===== config.mk =====
export PLATFORM = sky130hd
export DESIGN_NAME = logic_demo_selftest
export DESIGN_NICKNAME = d
export VERILOG_FILES = /design/src/rtl/logic_demo_selftest.sv
export SDC_FILE = /design/constraint.sdc
export NUM_CORES = 1
export LEC_CHECK = 0
export BUFFER_PORTS_ARGS = -buffer_cell sky130_fd_sc_hd__buf_4
export CAP_MARGIN = 10
export CORE_ASPECT_RATIO = 1.75
export CORE_MARGIN = 3
export CORE_UTILIZATION = 31
export DETAILED_ROUTE_END_ITERATION = 10
export GPL_TIMING_DRIVEN = 0
export PLACE_DENSITY = 0.57
export SLEW_MARGIN = 0
export SYNTH_ARGS = -nofsm -noshare
export SYNTH_HDL_FRONTEND = slang
export SYNTH_SLANG_ARGS = --single-unit

===== constraint.sdc =====
create_clock -name clk -period 3.9 [get_ports clk]
set_input_delay 0.39 -clock clk [delete_from_list [all_inputs] [get_ports clk]]
set_output_delay 0.39 -clock clk [all_outputs]
set_load 0.01 [all_outputs]

===== src/rtl/logic_demo_selftest.sv =====
// Self-test sequencer for the 4-in/4-out logic demo datapath: walks all 16 input
// vectors, compares each settled output against a golden model and reports the result.
module logic_demo_selftest #(
    parameter int SETTLE_CYCLES = 2
) (
    input  logic       clk,
    input  logic       reset_n,
    input  logic       start,
    input  logic       abort,
    input  logic       mode_manual,
    input  logic [3:0] sw_in,
    output logic [3:0] dut_in,
    input  logic [3:0] dut_out,
    output logic       busy,
    output logic       done,
    output logic       pass,
    output logic [4:0] err_count,
    output logic [3:0] first_fail_vec,
    output logic [3:0] first_fail_got
);

    localparam logic [2:0] IDLE   = 3'd0;
    localparam logic [2:0] DRIVE  = 3'd1;
    localparam logic [2:0] SETTLE = 3'd2;
    localparam logic [2:0] SAMPLE = 3'd3;
    localparam logic [2:0] DONE   = 3'd4;

    localparam logic [3:0] SETTLE_LOAD = 4'(SETTLE_CYCLES - 1);

    logic [2:0] state;
    logic [3:0] vec;
    logic [3:0] settle_cnt;
    logic       start_ok;

    function automatic logic [3:0] golden(input logic [3:0] v);
        return {v[3], ~(v[2] ^ v[0]), v[2] | ~v[1], v[0] & v[1]};
    endfunction

    // Abort takes priority over a coincident start.
    assign start_ok = start & ~abort;

    always_ff @(posedge clk or negedge reset_n) begin
        if (!reset_n) begin
            state          <= IDLE;
            vec            <= 4'd0;
            settle_cnt     <= 4'd0;
            dut_in         <= 4'd0;
            busy           <= 1'b0;
            done           <= 1'b0;
            pass           <= 1'b0;
            err_count      <= 5'd0;
            first_fail_vec <= 4'd0;
            first_fail_got <= 4'd0;
        end else if (abort && state != IDLE) begin
            // Partial error results are kept so a cancelled run can still be inspected.
            state <= IDLE;
            busy  <= 1'b0;
            done  <= 1'b0;
            pass  <= 1'b0;
        end else begin
            case (state)
                IDLE: begin
                    if (mode_manual) begin
                        dut_in <= sw_in;
                    end
                    if (start_ok) begin
                        state          <= DRIVE;
                        vec            <= 4'd0;
                        err_count      <= 5'd0;
                        first_fail_vec <= 4'd0;
                        first_fail_got <= 4'd0;
                        done           <= 1'b0;
                        pass           <= 1'b0;
                        busy           <= 1'b1;
                    end
                end
                DRIVE: begin
                    dut_in     <= vec;
                    settle_cnt <= SETTLE_LOAD;
                    state      <= SETTLE;
                end
                SETTLE: begin
                    if (settle_cnt == 4'd0) begin
                        state <= SAMPLE;
                    end else begin
                        settle_cnt <= settle_cnt - 4'd1;
                    end
                end
                SAMPLE: begin
                    if (dut_out != golden(vec)) begin
                        err_count <= err_count + 5'd1;
                        if (err_count == 5'd0) begin
                            first_fail_vec <= vec;
                            first_fail_got <= dut_out;
                        end
                    end
                    if (vec == 4'd15) begin
                        state <= DONE;
                    end else begin
                        vec   <= vec + 4'd1;
                        state <= DRIVE;
                    end
                end
                DONE: begin
                    busy <= 1'b0;
                    done <= 1'b1;
                    pass <= (err_count == 5'd0);
                    if (start_ok) begin
                        state          <= DRIVE;
                        vec            <= 4'd0;
                        err_count      <= 5'd0;
                        first_fail_vec <= 4'd0;
                        first_fail_got <= 4'd0;
                        done           <= 1'b0;
                        pass           <= 1'b0;
                        busy           <= 1'b1;
                    end
                end
                default: begin
                    state <= IDLE;
                    busy  <= 1'b0;
                end
            endcase
        end
    end

endmodule


==> out/summary.txt <==
status - completed
Slew Limit Fails - 0
Yosys reg bits - 31
largest net degree at the start of global routing - 32
Worst Path Required - 4.11 ns
vias in the first global route - 1337
CP bufs+invs - 1
crit path capture type - flop
CTS max path bufs - 2
Die ar. - 6310 µm²
Tightest Hold Check Type - in -> async
Final Cycle Share - 0.618
FMAX - 415 MHz
row count - 34
Clock Skews - 0.00484 ns
sequential share of the synthesized area - 0.467
most frequent cell after synthesis - dfrtp_1
synth unique cells - 40
Synth Warn # - 0
clock slew at reported path FFs - 0.06 ns
Root Driver - clkbuf_8
WL final - 4070 µm
initial DRC count - 23
RSZ-0062 raised after global routing - no
Worst-Skew Late Latency - 0.28 ns
Critical-path top delay cell - nor4_1
Worst Tran Pin Value - 1.06 ns
global placement routability congestion - 0.786
async set-reset flop share out of synthesis - 1.00
area grow syn2layout - 22.9%
Area contributors post-synth - dfrtp_1 (47%), o21ai_0 (5.1%), nand2_1 (4.7%)
n_diodes - 0
top cells by count, synth - dfrtp_1 (31), nand2_1 (21), o21ai_0 (17)
Post-synth EDFFs - 0
core region area - 5060 µm²
Startpoint Class - flop
MaxCap Viol Count - 0
via count - 1410
Mean Syn Cell Area - 9.39 µm²
initial antenna violation count - 0
global-route wire length before repair - 6600 µm
DRC violations left - 0
Pre-Repair DR Iteration Count - 4
share of layout cells above drive strength 1 - 0.223
cell taking the most area after synthesis - dfrtp_1
Worst IR Drop VDD - 0.235 mV
postcts setup bufs - 0
Nets - 233
post-route minimum period - 2.41 ns
CP arrival - 2.62 ns
CTS Buf Count - 5
kind of cell adding the most delay to the critical path - simple AND/OR/NAND/NOR gates
post-CTS sizing - 0
Synth top area share - 0.467
Total Neg Setup Slack - 0 ns
CP cell instances - inv_1, ha_1, nor4b_1, nand2_1, nor4_1, a22o_1
CTS tree - done
Synth Instances - 177
Critical Path Fanout Max - 7
CTS sink cnt - 31
fillers - 537
die height - 103 µm
per-cell routed wire length - 15.1 µm
IO buf count - 32
P_leak - 0.934 nW
Routed Antenna Nets - 0
Die W - 61.4 µm
Via-to-Cell Ratio - 5.24
Worst slew margin - 0.290
pwr/cell area - 514 nW/µm²
DP HPWL - 2980 µm
Starting Density - 0.328
synthesized cell area - 1660 µm²
Synthesized Nets - 194
final setup fails - 0
Final Hold Viols - 0
Most used DFF post-synth - dfrtp_1
Crit Path Category - reg -> reg
Largest stage delay, worst path - 0.87 ns
GRT Overall Usage - 0.142
Power Total - 1.05 mW
GRT overflow - 0
hold-fix buffers at CTS - 0
IO Count - 33
Max H-tree Level - 2
where the power goes:
part           switching (mW)  total, mW  internal (mW)
clock                   0.109      0.227          0.119
sequential             0.0761      0.466          0.389
combinational           0.189      0.358          0.169
state kept, by name (all words and copies together) (netlist names):
signal / cells
busy: 1
done: 1
dut_in: 4
err_count: 5
first_fail_got: 4
first_fail_vec: 4
pass: 1
settle_cnt: 4
state: 3
vec: 4
layer usage:
metal / GRT usage / routed length, µm
met5: 0 / 0
met4: 0.0539 / 73
met3: 0.0263 / 87
met2: 0.241 / 2280
met1: 0.175 / 1630
metrics by stage:
| stage | setup slack, ns | instances | util | hold WS, ns | cell area (µm²) |
|---|---|---|---|---|---|
| 2_1_floorplan | 1.93 | 177 | - | 0.0944 | 1660 |
| 3_3_place_gp | 1.43 | 263 | 0.389 | 0.356 | 1970 |
| 3_5_place_dp | 1.44 | 263 | 0.389 | 0.362 | 1970 |
| 4_1_cts | 1.41 | 269 | 0.404 | 0.0540 | 2040 |
| 5_1_grt | 1.17 | 269 | 0.404 | 0.0605 | 2040 |
| 6_report | 1.49 | 269 | 0.404 | 0.0396 | 2040 |
placed cells by master (no fill, tap or decap), types with 5 or more instances in the layout:
cell type  instances
nand3_1           12
clkbuf_8           5
inv_1              7
dfrtp_1           31
xnor2_1            5
a21oi_1           10
nand2_1           21
o21ai_0           17
mux2i_1            6
buf_4             34
a22o_1             7
clkbuf_1           5
nor2_1            10
cells by family after synthesis:
group / count (synthesis) / share of synthesized area
muxes: 6 / 0.0361
buffers and inverters: 18 / 0.0602
and+or+nand+nor: 67 / 0.204
AOI/OAI and AO/OA: 45 / 0.172
adders and majority gates: 4 / 0.0301
DFF: 31 / 0.467
xor gates and xnor gates: 6 / 0.0316
layout make-up:
type / instances / area [µm²] / share of cell area
Buffer: 11 / 73.8 / 0.0361
Sequential cell: 31 / 776 / 0.380
Multi-Input combinational cell: 128 / 787 / 0.385
Inverter: 7 / 26.3 / 0.0129
Timing Repair Buffer: 32 / 240 / 0.118
Tap cell: 54 / 67.6 / 0.0331
Clock buffer: 6 / 72.6 / 0.0355
path summary, 6_finish.rpt:
path	start	end	slack (ns)	depth (start not counted)
max	err_count[0]$_DFFE_PN0P_	first_fail_vec[1]$_DFFE_PN0P_	1.49	6
min	reset_n	err_count[3]$_DFFE_PN0P_	0.04	1
max reg2reg	err_count[0]$_DFFE_PN0P_	first_fail_vec[1]$_DFFE_PN0P_	1.49	6
min reg2reg	dut_in[2]$_DFFE_PN0P_	dut_in[2]$_DFFE_PN0P_	0.48	2
max in group asynchronous	reset_n	first_fail_vec[0]$_DFFE_PN0P_	3.55	1
min in group clk	dut_out[3]	first_fail_got[3]$_DFFE_PN0P_	0.36	2
worst register-to-register path, stage by stage (launching register included):
cell	delay (ns)
dfrtp_1	0.44
inv_1	0.08
ha_1	0.14
nor4b_1	0.38
nand2_1	0.15
nor4_1	0.88
a22o_1	0.28
Power figures use the tool's default switching activity.
